===== src/rtl/mda_motor_ramp_controller_pkg.sv =====
// ----------------------------------------------------------------------------
// mda_motor_ramp_controller_pkg
// Shared motor-control definitions: parameter defaults, counter widths,
// controller state encoding and a duty clamp helper.
// No ports (package).
// ----------------------------------------------------------------------------
package mda_motor_ramp_controller_pkg;

  // Parameter defaults
  localparam int DEF_PWM_PERIOD   = 1000;
  localparam int DEF_RAMP_DIV     = 1000;
  localparam int DEF_COAST_CYCLES = 2000;

  // Counter / datapath widths
  localparam int DUTY_W  = 10;
  localparam int PRESC_W = 16;
  localparam int COAST_W = 16;

  typedef logic [DUTY_W-1:0] duty_t;

  // Controller state encoding
  localparam logic [1:0] ST_STEADY    = 2'd0;
  localparam logic [1:0] ST_RAMP      = 2'd1;
  localparam logic [1:0] ST_RAMP_DOWN = 2'd2;
  localparam logic [1:0] ST_COAST     = 2'd3;

  // Limit a requested duty to the PWM period.
  function automatic duty_t clamp_duty(input duty_t duty, input duty_t limit);
    return (duty > limit) ? limit : duty;
  endfunction

endpackage


===== src/rtl/mda_motor_pwm_gen.sv =====
// ----------------------------------------------------------------------------
// mda_motor_pwm_gen
// Free-running PWM counter (0..PWM_PERIOD-1) plus comparator. The on output
// is registered: on <= enable && (pwm_cnt < duty).
// Ports:
//   clk    in   clock
//   reset  in   synchronous active-high reset
//   duty   in   high cycles per PWM period (0..PWM_PERIOD)
//   enable in   0 forces on low (bridge off)
//   on     out  registered PWM enable
// ----------------------------------------------------------------------------
module mda_motor_pwm_gen
  import mda_motor_ramp_controller_pkg::*;
#(
  parameter int PWM_PERIOD = DEF_PWM_PERIOD
) (
  input  logic              clk,
  input  logic              reset,
  input  logic [DUTY_W-1:0] duty,
  input  logic              enable,
  output logic              on
);

  localparam logic [DUTY_W-1:0] CNT_LAST = DUTY_W'(PWM_PERIOD - 1);

  logic [DUTY_W-1:0] pwm_cnt;

  always_ff @(posedge clk) begin
    if (reset) begin
      pwm_cnt <= '0;
      on      <= 1'b0;
    end else begin
      pwm_cnt <= (pwm_cnt == CNT_LAST) ? '0 : pwm_cnt + 1'b1;
      // duty == PWM_PERIOD exceeds every count value, so on stays high.
      on      <= enable && (pwm_cnt < duty);
    end
  end

endmodule


===== src/rtl/mda_motor_ramp_controller.sv =====
// ----------------------------------------------------------------------------
// mda_motor_ramp_controller
// Ramps the H-bridge PWM duty toward a commanded target one count per ramp
// tick. A direction reversal ramps down to zero, coasts with the bridge off
// for COAST_CYCLES, then ramps up in the new direction.
//
// Handshake: a command transfers on a cycle where cmd_valid && cmd_ready.
// cmd_ready is low only while coasting; cmd_valid may be held across that
// window and the command is taken once cmd_ready returns. An accepted command
// overwrites the target; the state machine acts on it from the next cycle.
//
// Ports:
//   clk        in   clock
//   reset      in   synchronous active-high reset
//   cmd_valid  in   command offered
//   cmd_ready  out  command accepted this cycle if cmd_valid
//   cmd_dir    in   requested direction
//   cmd_duty   in   requested duty (clamped to PWM_PERIOD)
//   dir        out  registered direction to the H-bridge driver (0 in COAST)
//   on         out  registered PWM enable to the H-bridge driver
//   busy       out  state is not STEADY
//   cur_duty   out  present ramped duty
//   state_dbg  out  controller state (debug observation)
// ----------------------------------------------------------------------------
module mda_motor_ramp_controller
  import mda_motor_ramp_controller_pkg::*;
#(
  parameter int PWM_PERIOD   = DEF_PWM_PERIOD,
  parameter int RAMP_DIV     = DEF_RAMP_DIV,
  parameter int COAST_CYCLES = DEF_COAST_CYCLES
) (
  input  logic              clk,
  input  logic              reset,
  input  logic              cmd_valid,
  output logic              cmd_ready,
  input  logic              cmd_dir,
  input  logic [DUTY_W-1:0] cmd_duty,
  output logic              dir,
  output logic              on,
  output logic              busy,
  output logic [DUTY_W-1:0] cur_duty,
  output logic [1:0]        state_dbg
);

  localparam logic [DUTY_W-1:0]  PERIOD_DUTY = DUTY_W'(PWM_PERIOD);
  localparam logic [PRESC_W-1:0] PRESC_LAST  = PRESC_W'(RAMP_DIV - 1);
  localparam logic [COAST_W-1:0] COAST_LAST  = COAST_W'(COAST_CYCLES - 1);

  logic [1:0]         state;
  logic               cur_dir;
  logic               tgt_dir;
  logic [DUTY_W-1:0]  tgt_duty;
  logic [DUTY_W-1:0]  duty_step;
  logic [PRESC_W-1:0] presc;
  logic [COAST_W-1:0] coast_cnt;
  logic               ramp_tick;
  logic               cmd_accept;
  logic               dir_mismatch;
  logic               pwm_enable;

  assign cmd_ready    = (state != ST_COAST);
  assign cmd_accept   = cmd_valid && cmd_ready;
  assign busy         = (state != ST_STEADY);
  assign state_dbg    = state;
  assign ramp_tick    = (presc == PRESC_LAST);
  assign dir_mismatch = (tgt_dir != cur_dir);
  assign pwm_enable   = (state != ST_COAST);

  // One count toward the target; only used when the two differ.
  assign duty_step = (tgt_duty > cur_duty) ? cur_duty + 1'b1 : cur_duty - 1'b1;

  // Free-running ramp prescaler; the wrap cycle is the ramp tick.
  always_ff @(posedge clk) begin
    if (reset) begin
      presc <= '0;
    end else begin
      presc <= ramp_tick ? '0 : presc + 1'b1;
    end
  end

  // Target register and ramp state machine. The FSM reads the registered
  // target, so a command arriving on a tick cycle only affects later ticks.
  always_ff @(posedge clk) begin
    if (reset) begin
      state     <= ST_STEADY;
      cur_duty  <= '0;
      cur_dir   <= 1'b0;
      tgt_duty  <= '0;
      tgt_dir   <= 1'b0;
      coast_cnt <= '0;
    end else begin
      if (cmd_accept) begin
        tgt_dir  <= cmd_dir;
        tgt_duty <= clamp_duty(cmd_duty, PERIOD_DUTY);
      end

      case (state)
        ST_STEADY: begin
          if (dir_mismatch && (cur_duty != '0)) begin
            state <= ST_RAMP_DOWN;
          end else if (dir_mismatch || (tgt_duty != cur_duty)) begin
            // At zero duty a direction change needs no coast.
            cur_dir <= tgt_dir;
            state   <= ST_RAMP;
          end
        end

        ST_RAMP: begin
          if (dir_mismatch) begin
            if (cur_duty != '0) begin
              state <= ST_RAMP_DOWN;
            end else begin
              cur_dir <= tgt_dir;
            end
          end else if (cur_duty == tgt_duty) begin
            state <= ST_STEADY;
          end else if (ramp_tick) begin
            cur_duty <= duty_step;
            if (duty_step == tgt_duty) begin
              state <= ST_STEADY;
            end
          end
        end

        ST_RAMP_DOWN: begin
          if (!dir_mismatch) begin
            // New command restored the present direction: abort reversal.
            state <= ST_RAMP;
          end else if (cur_duty == '0) begin
            state     <= ST_COAST;
            coast_cnt <= '0;
          end else if (ramp_tick) begin
            cur_duty <= cur_duty - 1'b1;
            if (cur_duty == DUTY_W'(1)) begin
              state     <= ST_COAST;
              coast_cnt <= '0;
            end
          end
        end

        ST_COAST: begin
          // Counts 0..COAST_CYCLES-1, so COAST lasts exactly COAST_CYCLES.
          if (coast_cnt == COAST_LAST) begin
            coast_cnt <= '0;
            cur_dir   <= tgt_dir;
            state     <= (tgt_duty == '0) ? ST_STEADY : ST_RAMP;
          end else begin
            coast_cnt <= coast_cnt + 1'b1;
          end
        end

        default: begin
          state <= ST_STEADY;
        end
      endcase
    end
  end

  // Direction to the driver; forced low while coasting so the bridge is
  // fully off rather than braking.
  always_ff @(posedge clk) begin
    if (reset) begin
      dir <= 1'b0;
    end else begin
      dir <= (state == ST_COAST) ? 1'b0 : cur_dir;
    end
  end

  mda_motor_pwm_gen #(
    .PWM_PERIOD (PWM_PERIOD)
  ) u_pwm_gen (
    .clk    (clk),
    .reset  (reset),
    .duty   (cur_duty),
    .enable (pwm_enable),
    .on     (on)
  );

endmodule


===== config.mk =====
export PLATFORM = sky130hd
export DESIGN_NAME = mda_motor_ramp_controller
export DESIGN_NICKNAME = d
export VERILOG_FILES = /design/src/rtl/mda_motor_ramp_controller_pkg.sv /design/src/rtl/mda_motor_pwm_gen.sv /design/src/rtl/mda_motor_ramp_controller.sv
export SDC_FILE = /design/constraint.sdc
export NUM_CORES = 1
export LEC_CHECK = 0
export CAP_MARGIN = 0
export CORE_MARGIN = 4
export CORE_UTILIZATION = 56
export DETAILED_ROUTE_END_ITERATION = 16
export PLACE_DENSITY = 0.81
export SYNTH_ARGS = -nofsm -noshare
export SYNTH_HDL_FRONTEND = slang
export SYNTH_SLANG_ARGS = --single-unit

===== constraint.sdc =====
create_clock -name clk -period 4 [get_ports clk]
set_input_delay 0.8 -clock clk [delete_from_list [all_inputs] [get_ports clk]]
set_output_delay 0.8 -clock clk [all_outputs]
set_load 0.02 [all_outputs]

Yosys cells after proc, flatten, opt, wreduce, memory -nomap -nowiden:

Cells that the tools add are included.

* input bits: 14
* bits in registers: 68
* logic and storage cells: 103
* output and inout bits: 16

* reduce and logical (&&, ||, !) cells: 19
* equal/unequal tests: 31
* order comparisons: 3
* add/subtract/negate cells: 5
* multiplexer cells: 35

Operators with widths (number)
* $mux W10: 8
* $mux W16: 5
* $add A16 B1 Y16 const B: 2
* $pmux W16 S2: 1
* $mux W2: 12
* $ne A2 B2 Y1 const B: 12
* $add A10 B1 Y10 const B: 2
* $eq A10 B10 Y1: 2
* $logic_not A10 Y1: 2
* $pmux W10 S2: 1
* $eq A16 B10 Y1 const B: 1
* $eq A16 B11 Y1 const B: 1
* $ne A4 B4 Y1 const B: 4
* $reduce_and A7 Y1: 2
* $ne A3 B3 Y1 const B: 4
* $eq A10 B1 Y1 const B: 1
* $eq A10 B10 Y1 const B: 1
* $gt A10 B10 Y1: 1
* $gt A10 B10 Y1 const B: 1
* $lt A10 B10 Y1: 1
* $ne A10 B10 Y1: 1
* $reduce_bool A10 Y1: 1
* $sub A10 B1 Y10 const B: 1
* $pmux W2 S4: 1
* other kinds (13): 25

Logic depth before layout (Yosys ltp):

Gate-level depths: netlist of the first run.

* word-level depth: 8
* mapped depth: 13
* gate-level depth less buffers: 11

Cells and area by module:

Synthesis of the first run repeated with hierarchy kept, for this count alone.

* cell total of the unflattened synthesis: 534
* area total of the unflattened synthesis: 4255.3 µm²

Modules (own cells, without submodules)
* mda_motor_ramp_controller: instances 1, sequential area each 1141.1 µm², area an instance 3564.7 µm², cells each 456
* mda_motor_pwm_gen: instances 1, sequential area each 220.2 µm², area an instance 690.7 µm², cells each 78

Worst setup path before layout of the first run:

OpenSTA, ideal clock, no wires.

* path type: register to register
* start: register cur_duty[3]
* end: register state[0] (netlist: state_dbg[0])
* data required time: 3929 ps
* slack: 1020 ps
* setup time: 71 ps
* buffers on the path: 1
* stages on the path, launching flop included: 13
* clock period less this slack: 2980 ps
* data arrival time: 2910 ps
* cell sequence: dfxtp_1 buf_2 inv_1 ha_1 a21oi_1 o21ai_1 a2111o_1 a21o_1 and3_1 nor4_1 a41oi_1 or3_1 a21oi_1

* longest elaborated chain between the ends: 5
* elaborated cells on any way between the ends: 25
* those cells by class: add/sub: 2; order compare: 1; eq/ne: 10; mux: 7; reduce/logical: 5

Ends and longest elaborated chain
* start: declaration: RTL line mda_motor_ramp_controller.sv:41 `output logic [DUTY_W-1:0] cur_duty,`
* start signal: assignment: RTL line mda_motor_ramp_controller.sv:118 `cur_duty <= duty_step;`
* start signal: assignment: RTL line mda_motor_ramp_controller.sv:133 `cur_duty <= cur_duty - 1'b1;`
* $sub A10 B1 Y10 (tied with other cells): RTL line mda_motor_ramp_controller.sv:70 `assign duty_step = (tgt_duty > cur_duty) ? cur_duty + 1'b1 : cur_duty - 1'b1;`
* $mux W10: RTL line mda_motor_ramp_controller.sv:70
* $eq A10 B10 Y1: RTL line mda_motor_ramp_controller.sv:119 `if (duty_step == tgt_duty) begin`
* $ne A4 B4 Y1 (no source line)
* $reduce_and A7 Y1 (no source line)
* end signal: assignment: RTL line mda_motor_ramp_controller.sv:146 `state <= (tgt_duty == '0) ? ST_STEADY : ST_RAMP;`
* end: declaration: RTL line mda_motor_ramp_controller.sv:49 `logic [1:0] state;`

Parallel ways exist; a longest one is shown, timed or not.
A chain may end at the register's enable or synchronous reset.

Worst setup path in the final report of the first run:

* start: register cur_duty[7]
* end: register state[0] (netlist: state_dbg[0])

Same word-level chain as after synthesis.

==> results.cfg, run 1 <==
[floorplan]
die_h_um = 93.83
core_area_um2 = 7214
row_count = 31
die_width_um = 93.83
fp.dieArea_um2 = 8803
pin_count = 30
initial_core_util = 0.5718

[synth]
yosys-top-cells-area = dfxtp_1 33%, ha_1 7.9%, xor2_1 5.7%
syn_area_um2 = 4125
async_flop_share = 0
ys_ff_latch = 68
ys_warn_count = 0
synth_cells = 508
syn_nets = 548
postSynthAreaPerCell_um2 = 8.120
synth.largest_area_cell = dfxtp_1
synth_top_cell_area_share = 0.3300
ys.flop_type = dfxtp_1
yosysUniqueCellTypes = 55
synth-seq-area-share = 0.3300
synth_edf_count = 0

[placement]
place_ws_ns = 0.7426
dp_hpwl_mm = 7.445
io_buffers = 29
place_congestion = 1.006

[timing]
max_slew_margin = 0.5898
tightestPinTransition_ns = 0.6097
period_minus_slack_ns = 3.324
final_max_slew_viol_count = 0
finalSetupTns_ns = 0
finClkSkew_ns = 0.01224
rsz0062_at_grt = no
setup_violations = 0
hold_viol_final = 0
fin_ws_ns = 0.6761
period_share = 0.8310
max_freq_mhz = 300.9

[power_and_ir_drop]
pwr-share-seq = 0.483
switching_share = 0.3034
ir_worst_vdd_mv = 0.2859
power_leakage_uw = 0.001784
clkPwrFrac = 0.332
powerDensity_nw_per_um2 = 324.7
switching_power_uw = 457.2
p_int_uw = 1050
power_frac_comb = 0.185

[cells_and_area]
final_cell_mix = 68 x dfxtp_1, 60 x nor2_1, 50 x nand2_1
nNetsFinal = 573
layout-drive-gt1-share = 0.05773
final_common_cell = dfxtp_1
fillCellCount = 644
syn2layout_area_growth_pct = 12.53
antenna_cells = 0

[global_routing]
grt_max_degree = 23
grt_overflow = 0
antenna_found_initial = 0
grt.total_usage = 0.2392
grt_pass1_wl_mm = 16.75
grt_pass1_vias = 3553

[worst_setup_path]
crit_type = reg -> reg
worstPathRequired_ns = 4.28
path_delay_family = compound AO/OA/AOI/OAI gates
slowest_stage = a2111oi_4
slowest_delay_ns = 0.59
cp_max_fo = 9
worstPathCellList = inv_1 -> ha_1 -> a211oi_1 -> nor2_1 -> a2111oi_4 -> nand3_1 -> a21o_1 -> nor4_1 -> a41oi_1 -> or3_1 -> a21oi_1
critPathArrivalTime_ns = 3.60
critPathLaunchType = register
critPathCaptureType = register
critical_path_buf_inv_count = 1

[clock_tree]
clk_path_buf_depth = 2
postCtsResizedCells = 0
root_buffer = clkbuf_8
cts_hold_buf = 0
htreeDepth = 3
cts-buffers-inserted = 9
tritoncts = done
clk_pin_slew_worst_paths_ns = 0.08
cts_setup_buffers = 0
clock_sinks = 68
clkLatencyLatePin_ns = 0.36

[flow_run]
drv_cap = 0

[hold_path]
min_path_type = reg -> reg

[detailed_routing]
drc = 0
routed_wl_mm = 9.852
num_vias = 3750
vias_per_cell = 5.896
antenna_left = 0
wire_per_inst_um = 15.49
drtIter0Drc = 199
dr.pass1.iters = 5

[outcome]
outcome = completed
==> worst reg2reg max path, delay by kind of cell (launching register included) <==
kind | cells | cell delay (ns)
compound gates | 5 | 1.36
simple gates | 4 | 0.90
flops | 1 | 0.47
fa+ha+maj | 1 | 0.36
buf+inv | 1 | 0.17
==> layer usage <==
layer | up-vias | global-route usage | share of wire
li1 | 1856 | - | -
met3 | 18 | 0.05849 | 0.053
met5 | - | 0 | 0
met1 | 1770 | 0.3207 | 0.46
met4 | 0 | 0.07341 | 0.020
met2 | 106 | 0.3791 | 0.47
==> final timing paths <==
path                                                   to  cells after the start                     start  slack, ns
worst min register to register        presc[0]$_SDFF_PP0_                      1       presc[0]$_SDFF_PP0_       0.45
worst min-delay path                  presc[0]$_SDFF_PP0_                      1       presc[0]$_SDFF_PP0_       0.45
worst max register to register  state_dbg[0]$_SDFFE_PP0P_                     11  cur_duty[7]$_SDFFE_PP0P_       0.68
worst max-delay path            state_dbg[0]$_SDFFE_PP0P_                     11  cur_duty[7]$_SDFFE_PP0P_       0.68
==> sequential cells by signal, summed over array words and instances, names as in the netlist <==
name / cells
dir: 1
cur_dir: 1
u_pwm_gen.pwm_cnt: 10
tgt_dir: 1
coast_cnt: 16
tgt_duty: 10
u_pwm_gen.on: 1
state_dbg: 2
cur_duty: 10
presc: 16
==> cell type report <==
type	instances	area (um^2)	area share
multi-input cells	403	2604	0.5609
flip-flops and latches	68	1361	0.2933
repair buffers	33	320.3	0.06900
clock buffers	9	123.9	0.02668
well taps	99	123.9	0.02668
inverters	18	67.56	0.01456
clock inverters	6	41.29	0.008895
==> logic make-up (layout without fill, tap and decap cells) <==
| logic type | after synthesis | after routing | share of synthesized area |
|---|---|---|---|
| flip-flops | 68 | 68 | 0.3300 |
| XOR/XNOR | 46 | 46 | 0.09767 |
| AND/OR/NAND/NOR | 232 | 232 | 0.2927 |
| adder cells (fa/ha/maj) | 26 | 26 | 0.07886 |
| multiplexers | 9 | 9 | 0.02214 |
| AO/OA/AOI/OAI | 90 | 90 | 0.1398 |
| buffers and inverters | 37 | 66 | 0.03882 |
==> cell usage after synthesis (6+ instances only) <==
cell      number
o21ai_0       18
clkbuf_1      11
nand3_1       30
ha_1          26
inv_1         18
and3_1        10
nand2_1       50
xor2_1        27
nand4_1       14
nor2_1        60
or3_1         19
a21o_1         7
mux2i_1        8
nor4_1         6
a21oi_1       38
xnor2_1       19
nor3_1         8
dfxtp_1       68
==> power groups by stage <==
stage	registers [uW]	clock network (uW)	logic, uW
2_1_floorplan	732	0	202
3_3_place_gp	742	0	269
5_1_grt	731	538	309
3_5_place_dp	743	0	275
6_report	728	500	279
4_1_cts	727	511	277
==> per-stage QoR <==
step	utilization	cells	hold WS, ns	area [um^2]	power (uW)
after global routing	0.6434	636	0.4744	4642	1577
after floorplan	-	508	0.4176	4125	933.6
final	0.6434	636	0.4509	4642	1507
after detailed placement	0.6205	621	0.4416	4477	1018
after CTS	0.6434	636	0.4546	4642	1514
after global placement	0.6205	621	0.4300	4477	1010
Note: power is estimated with default switching activity, not from simulation.
==> inputs of run 2 (changes only) <==
--- a/config.mk
+++ b/config.mk
@@ -7,9 +7,9 @@
 export LEC_CHECK = 0
 export CAP_MARGIN = 0
 export CORE_MARGIN = 4
-export CORE_UTILIZATION = 56
+export CORE_UTILIZATION = 53
 export DETAILED_ROUTE_END_ITERATION = 16
-export PLACE_DENSITY = 0.81
+export PLACE_DENSITY = 0.8
 export SYNTH_ARGS = -nofsm -noshare
 export SYNTH_HDL_FRONTEND = slang
 export SYNTH_SLANG_ARGS = --single-unit
==> constraint.sdc (replaced) <==
create_clock -name clk -period 2.7 [get_ports clk]
set_input_delay 0.54 -clock clk [delete_from_list [all_inputs] [get_ports clk]]
set_output_delay 0.54 -clock clk [all_outputs]
set_load 0.02 [all_outputs]
==> results.cfg, run 2 (synthesis gave the netlist of run 1 again) <==
[detailed_routing]
route.met3.wl_um = 636
vias_per_cell = 5.765
antenna_left = 0
drtIter0Drc = 220
top_layer = met4
wl_met2_mm = 5.213
num_vias = 3943
drc = 0
dr.pass1.iters = 5
wl_met1_mm = 5.086
routed_wl_mm = 11.14
wire_per_inst_um = 16.28

[flow_run]
drv_cap = 0

[power_and_ir_drop]
clkPwrFrac = 0.382
switching_share = 0.2922
switching_power_uw = 746.9
power_leakage_uw = 0.002083
p_int_uw = 1809
powerDensity_nw_per_um2 = 486.8
power_frac_comb = 0.203
ir_worst_vdd_mv = 0.3797
pwr-share-seq = 0.416

[clock_tree]
clkLatencyLatePin_ns = 0.36
cts_hold_buf = 0
clk_pin_slew_worst_paths_ns = 0.08
clk_path_buf_depth = 2
root_buffer = clkbuf_8
tritoncts = done
clock_sinks = 68
cts-buffers-inserted = 9
htreeDepth = 3

[global_routing]
grt_pass1_wl_mm = 17.94
grt.total_usage = 0.2505
grt_max_degree = 17
grt_overflow = 0
antenna_found_initial = 0
grt_pass1_vias = 3768

[cells_and_area]
syn2layout_area_growth_pct = 27.30
layout-drive-gt1-share = 0.1966
utilization = 0.7088
largestRegisters = coast_cnt (16), presc (16)
final_cell_mix = 59 x nor2_1, 59 x dfxtp_1, 50 x nand2_1
antenna_cells = 0
fillCellCount = 578
seq_area_um2 = 1393
nNetsFinal = 620
multi_input_area_um2 = 2764

[outcome]
violations = negative setup slack
outcome = finished with violations

[worst_setup_path]
cp_max_fo = 5
crit_end = state_dbg[0]$_SDFFE_PP0P_
reg2reg_to = state_dbg[0]$_SDFFE_PP0P_
crit_start = cur_duty[0]$_SDFFE_PP0P_
rrSetupSlack_ns = -0.10
slowest_delay_ns = 0.52
worstPathCellList = buf_4 -> inv_1 -> ha_1 -> xor2_1 -> or3_1 -> a21o_1 -> nor4_2 -> a41oi_2 -> or3_4 -> a21oi_2
rr_worst_depth = 10
critPathLaunchType = register
crit_type = reg -> reg
worstPathRequired_ns = 3.00
critPathArrivalTime_ns = 3.10
slowest_stage = dfxtp_1
critPathCaptureType = register
reg2reg_from = cur_duty[0]$_SDFFE_PP0P_

[timing]
fin_ws_ns = -0.1024
finClkSkew_ns = 0.01142
rsz0062_at_grt = yes
hold_ws_ns = 0.4523
max_slew_margin = 0.5953
final_max_slew_viol_count = 0
max_freq_mhz = 356.8
period_minus_slack_ns = 2.802
setup_violations = 1
period_share = 1.038
tightestPinTransition_ns = 0.6058
hold_viol_final = 0

[floorplan]
initial_core_util = 0.5568
row_count = 31
die_width_um = 96.23
core_area_um2 = 7408
pin_count = 30
fp.dieArea_um2 = 9259
die_h_um = 96.23

[placement]
place_ws_ns = -0.06602
dp_hpwl_mm = 8.318
io_buffers = 29
place_congestion = 0.9248

[hold_path]
min_path_type = reg -> reg
hp-start = presc[0]$_SDFF_PP0_
==> run 2: cell types whose count changed in the layout (fill, tap and decap cells not counted), moves of 3 or more <==
cell     before  now
ha_1         26   20
inv_2         0    3
ha_4          0    6
o21ai_0      18   15
a21oi_1      38   35
buf_4         4   49
a21oi_2       0    3
inv_1        18   14
dfxtp_4       0    8
dfxtp_1      68   59
==> run 2: worst min-delay path by stage <==
stage / to / slack [ns] / cells past startpoint
6_report: presc[0]$_SDFF_PP0_ / 0.45 / 1
5_1_grt: u_pwm_gen.pwm_cnt[0]$_SDFF_PP0_ / 0.48 / 1
4_1_cts: presc[0]$_SDFF_PP0_ / 0.46 / 1
3_5_place_dp: u_pwm_gen.pwm_cnt[0]$_SDFF_PP0_ / 0.44 / 1
3_3_place_gp: presc[0]$_SDFF_PP0_ / 0.43 / 1
2_1_floorplan: presc[0]$_SDFF_PP0_ / 0.42 / 1
==> run 2: worst max-delay path: cells and delay by family, from the launching register on <==
family,cells,cell delay [ns]
and+or+nand+nor,3,0.99
xor gates and xnor gates,1,0.19
adders and majority gates,1,0.35
buffers and inverters,2,0.23
AOI/OAI and AO/OA,3,0.47
DFF,1,0.52
==> run 2: area by class of cell <==
class                           instances  area share
Sequential cell                        68      0.2652
Clock buffer                            9     0.02359
Timing Repair Buffer                   79      0.1291
Multi-Input combinational cell        404      0.5263
Clock inverter                          7     0.01882
Inverter                               18     0.01334
Tap cell                               99     0.02359
==> run 2: what timing repair did <==
item,4_1_cts,5_1_grt
pin swaps,2,14
cloned,0,1
gates resized for setup,4,16
setup endpoints to repair,11,12
buffers inserted,0,4
==> run 2: metrics by stage <==
stage / area, um^2 / setup TNS (ns) / cells / power [uW]
finish: 5251 / -0.1024 / 684 / 2556
global route: 5251 / -0.4716 / 684 / 2665
CTS: 5125 / -0.06311 / 679 / 2503
detailed placement: 4888 / -0.2238 / 663 / 1542
global placement: 4888 / 0 / 663 / 1533
floorplan: 4244 / 0 / 508 / 1386
==> run 2: per-layer routing <==
metal | track usage | up-vias
li1 | - | 1948
met1 | 0.3327 | 1849
met2 | 0.4020 | 121
met3 | 0.06020 | 25
met4 | 0.07346 | 0
met5 | 0 | -
==> run 2: power groups by stage <==
stage               logic (uW)  registers (uW)  clock network (uW)
floorplan                  309            1080                   0
global placement           451            1080                   0
detailed placement         459            1080                   0
CTS                        464            1060                 980
global route               563            1070                1030
finish                     518            1060                 976
